### config.mk
export PLATFORM = sky130hd
export DESIGN_NAME = next_free_index_sel
export DESIGN_NICKNAME = d
export VERILOG_FILES = /design/src/rtl/next_free_index_sel_pkg.sv /design/src/rtl/next_free_index_sel_msb_priority_encoder.sv /design/src/rtl/next_free_index_sel.sv
export SDC_FILE = /design/constraint.sdc
export NUM_CORES = 1
export LEC_CHECK = 0
export BUFFER_PORTS_ARGS = -buffer_cell sky130_fd_sc_hd__buf_2
export CORE_AREA = 10 10 47 49
export DETAILED_ROUTE_END_ITERATION = 7
export DIE_AREA = 0 0 57 59
export PLACE_DENSITY = 0.3
export SLEW_MARGIN = 25
export SYNTH_ARGS = -nofsm -noshare
export SYNTH_HDL_FRONTEND = slang
export SYNTH_HIERARCHICAL = 1
export SYNTH_SLANG_ARGS = --single-unit
### constraint.sdc
create_clock -name vclk -period 0.8
set_input_delay 0.2 -clock vclk [all_inputs]
set_output_delay 0.2 -clock vclk [all_outputs]
set_load 0.02 [all_outputs]
### src/rtl/next_free_index_sel_pkg.sv
// Shared types for the packet controller's entry table: default table size
// and the matching entry-index type.
package next_free_index_sel_pkg;

   localparam int DEFAULT_NUM_ENTRIES = 8;
   localparam int DEFAULT_IDX_W       = $clog2(DEFAULT_NUM_ENTRIES);

   typedef logic [DEFAULT_IDX_W-1:0] idx_t;

endpackage

### src/rtl/next_free_index_sel_msb_priority_encoder.sv
// Most-significant-set-bit encoder built as a heap-indexed binary tree; each
// node prefers its upper child when that child holds a set bit.
module msb_priority_encoder #(
   parameter int WIDTH = 8,
   parameter int IDX_W = $clog2(WIDTH)
) (
   input  logic [WIDTH-1:0] in_bits,
   output logic             out_valid,
   output logic [IDX_W-1:0] out_index
);

   localparam int LEAVES = 1 << IDX_W;

   // Node 1 is the root; node k has children 2k (lower) and 2k+1 (upper);
   // leaf LEAVES+i carries bit i. An empty subtree resolves to its lowest
   // leaf index, so an all-zero input yields index 0 rather than X.
   logic [2*LEAVES-1:1] node_vld;
   logic [IDX_W-1:0]    node_idx [1:2*LEAVES-1];

   genvar gi;
   generate
      for (gi = 0; gi < LEAVES; gi++) begin : g_leaf
         if (gi < WIDTH) begin : g_real
            assign node_vld[LEAVES+gi] = in_bits[gi];
         end else begin : g_pad
            assign node_vld[LEAVES+gi] = 1'b0;
         end
         assign node_idx[LEAVES+gi] = IDX_W'(gi);
      end

      for (gi = 1; gi < LEAVES; gi++) begin : g_node
         assign node_vld[gi] = node_vld[2*gi+1] | node_vld[2*gi];
         assign node_idx[gi] = node_vld[2*gi+1] ? node_idx[2*gi+1] : node_idx[2*gi];
      end
   endgenerate

   assign out_valid = node_vld[1];
   assign out_index = node_idx[1];

endmodule

### src/rtl/next_free_index_sel.sv
// Free-slot selector: reports whether any table entry is free and the
// highest-indexed free entry, combinationally from the free bitmap.
module next_free_index_sel
   import next_free_index_sel_pkg::*;
#(
   parameter int NUM_ENTRIES = DEFAULT_NUM_ENTRIES,
   parameter int IDX_W       = $clog2(NUM_ENTRIES)
) (
   input  logic                   clk,
   input  logic                   rst,
   input  logic [NUM_ENTRIES-1:0] free_index_bitmap,
   output logic                   next_free_index_valid,
   output logic [IDX_W-1:0]       next_free_index
);

   // clk/rst are present only for port uniformity with neighbouring blocks.
   logic unused_clk_rst;
   assign unused_clk_rst = &{1'b0, clk, rst};

   msb_priority_encoder #(
      .WIDTH (NUM_ENTRIES),
      .IDX_W (IDX_W)
   ) u_msb_enc (
      .in_bits   (free_index_bitmap),
      .out_valid (next_free_index_valid),
      .out_index (next_free_index)
   );

endmodule

After elaboration in Yosys (flattened, before gate mapping). Index checks and enable logic that the tools add are counted.

Word-level logic and storage cells: 14. Input bits: 10. Output and inout port bits: 4. Bits in registers: 0.

Muxes and demuxes: 7. Bitwise logic cells: 7.

Operators by type and width (number): $or 1x1->1 (7); $mux 1 (4); $mux 2 (2); $mux 3 (1).

Longest topological paths before layout.
Depth in word-level cells: 3. Mapped depth: 3. Gate-level depth less buffers: 3.

Worst setup path after synthesis. No wires, ideal clock.

Kind: input port to output port. From: in free_index_bitmap[2]. To: out next_free_index[1]. Data required time: 0.600 ns. Setup slack: -0.181 ns. Buffers on the path: 0. Arrival: 0.781 ns. Stages on the path: 2. Path through: nor2_1 o31ai_1.

Longest elaborated chain between the ends: 3.

RTL lines: from (decl) (RTL line next_free_index_sel.sv:11) `input logic [NUM_ENTRIES-1:0] free_index_bitmap,`; $or 1x1->1 (RTL line next_free_index_sel_msb_priority_encoder.sv:32) `assign node_vld[gi] = node_vld[2*gi+1] | node_vld[2*gi];`; $mux 2 (RTL line next_free_index_sel_msb_priority_encoder.sv:33) `assign node_idx[gi] = node_vld[2*gi+1] ? node_idx[2*gi+1] : node_idx[2*gi];`; $mux 3 (RTL line next_free_index_sel_msb_priority_encoder.sv:33); to (decl) (RTL line next_free_index_sel.sv:13) `output logic [IDX_W-1:0] next_free_index`.

No other way between the ends.

Final worst setup path.
From: in free_index_bitmap[6]. To: out next_free_index[0].

Longest elaborated chain between the ends: 3. Elaborated cells on any way between the ends: 4. Classes of those cells: mux: 2; bitwise: 2.

RTL lines (RTL line): $or 1x1->1 * (next_free_index_sel_msb_priority_encoder.sv:32); $mux 2 / $or 1x1->1 (equally long branches) (next_free_index_sel_msb_priority_encoder.sv:33, next_free_index_sel_msb_priority_encoder.sv:32); $mux 3 * (next_free_index_sel_msb_priority_encoder.sv:33).

Mark *: on every way between the ends. The rest lies on a longest branch, timed or not.

==> flow_summary.ini <==
[pwr]
p_seq_frac = 0
ir_worst_vdd_v = 0.0001385
power.density_nw_per_um2 = 511.8
power_switching_uw = 62.80
power.total_uw = 135.8
p_clk_frac = 0
p_sw_frac = 0.4626
p_leak_uw = 0.00009914
share_comb_of_total_power = 1.000
intPower_uw = 72.96

[synth]
yosys-top-cells-area = nor2_1 (23%), o31ai_2 (19%), a21oi_2 (13%)
synth.avg_cell_area_sq_um = 5.526
ys_types = 9
syn_inst = 12
ys_seq_area_frac = 0
synth_top_area_frac = 0.2264
netlist_area_sq_um = 66.31
synth_top_area_cell = nor2_1
synth_nets = 22
ys_warn_count = 6

[floorplanning]
die_h_microns = 59
dieWidth_microns = 57
core_sq_um = 1401
die-area_sq_um = 3363
ioPinCount = 14
initial_core_util = 0.04732
rows = 14

[placement]
gp_congestion = 0.6827
pre_cts_slack_ps = -237.0
dp_hpwl_microns = 410.8
place_area_sq_um = 160.2
port_buffers = 12

[critical_path]
cp_slowest_cell = a21oi_2
slowest_delay_ps = 170
critPathCaptureType = primary output
worstSetupPathType = in2out
critPathMaxFanout = 3
crit_path_cell_trace = buf_8 > inv_2 > a21oi_2 > o31ai_4 > buf_6
worstPathRequired_ps = 600
cp-start-kind = primary input
crit_arrival_ps = 720

[detailed_routing]
ant_nets = 0
firstDrtPassIters = 1
via_per_inst = 3.225
wl_per_cell_microns = 11.45
route.detailed.drc = 0
drt_iter0_drc = 0
routed_wirelength_microns = 458
vias = 129

[grt]
antenna_found_initial = 0
grt_pass1_wl_microns = 710
grt_overflow = 0
grt.total_usage = 0.02461
grt_pass1_vias = 159
grt_max_degree = 4

[sta]
period_share = 1.155
period_minus_slack_ps = 924.3
worst_pin_slew_ps = 191.6
maxSlewViolCount = 0
fmax_ghz = 1.082
rsz0062_at_grt = true
hold_viol = 0
slew_headroom = 0.8723
setup_violations = 4
setup_ws_ps = -124.3

[cells_and_area]
antenna_cells = 0
nClkBuffers = 0
fin_util = 0.1893
layout.nets = 36
syn_to_final_growth_pct = 300.0
seq_cell_count = 0
layout-drive-gt1-share = 0.8750
ff_latch_area_sq_um = 0
design_area_sq_um = 265.3

[worst_hold_path]
worstHoldPathType = in2out
worstHoldPathCells = 4

[outcome]
outcome = complete, but fails checks
violations = setup timing

[cts]
post_cts_buffers = 0
holdBufCountCts = 0

[job]
cap_viol_max_count = 0
critical path: cells and delay by family:
| family | cells | cell delay (ps) |
|---|---|---|
| AOI/OAI and AO/OA | 2 | 260 |
| buffers and inverters | 3 | 260 |
cell usage in the layout, fill, tap and decap left out, drive strengths merged:
cell type / synthesis / final
a21oi: 2 / 2
buf: 0 / 12
inv: 1 / 2
nand2: 1 / 1
nand4: 1 / 1
nor2: 4 / 4
o31ai: 2 / 2
cell families (layout without fill, tap and decap cells):
kind of cell,count (synthesis),in the layout,share of synthesized area
buf+inv,2,14,0.1131
simple gates,6,6,0.3773
compound gates,4,4,0.5094
power groups by stage:
stage / clock network, uW / registers [uW] / logic [uW]
floorplan: 0 / 0 / 36.5
global placement: 0 / 0 / 79.5
detailed placement: 0 / 0 / 79.1
CTS: 0 / 0 / 132
global route: 0 / 0 / 144
finish: 0 / 0 / 136
through the flow:
step	cells	TNS (ps)	hold slack, ps
5_1_grt	40	-570.8	692.4
3_3_place_gp	40	-851.2	745.6
6_report	40	-419.9	682.2
3_5_place_dp	40	-834.0	744.8
4_1_cts	40	-450.0	682.9
2_1_floorplan	12	-39.70	474.8
Yosys cell counts (all sizes together):
library cell and n:
a21oi 2, o31ai 2, nand2 1, nand4 1
nor2 4, inv 1, clkinv 1
layout make-up:
class / instances / area, sq um
repair buffers: 12 / 130.1
well taps: 16 / 20.02
multi-input cells: 10 / 107.6
inverters: 2 / 7.507
fillers: 171 / 1136
repair_timing:
| action | 4_1_cts | 5_1_grt |
|---|---|---|
| setup endpoints to repair | 4 | 4 |
| hold endpoints to repair | 0 | 0 |
| pin swaps | 5 | 2 |
| gates resized for setup | 28 | 3 |
layer usage:
metal / share of wire / vias to the layer above / global-route usage
met5: 0 / - / 0
met4: 0 / 0 / 0
met3: 0.23 / 0 / 0.02361
met2: 0.22 / 12 / 0.02171
met1: 0.55 / 51 / 0.03791
li1: - / 66 / -
final timing paths:
check / start / endpoint
setup / recovery: free_index_bitmap[6] / next_free_index[0]
hold / removal: free_index_bitmap[7] / next_free_index[0]
(Power assumes the default switching activity.)
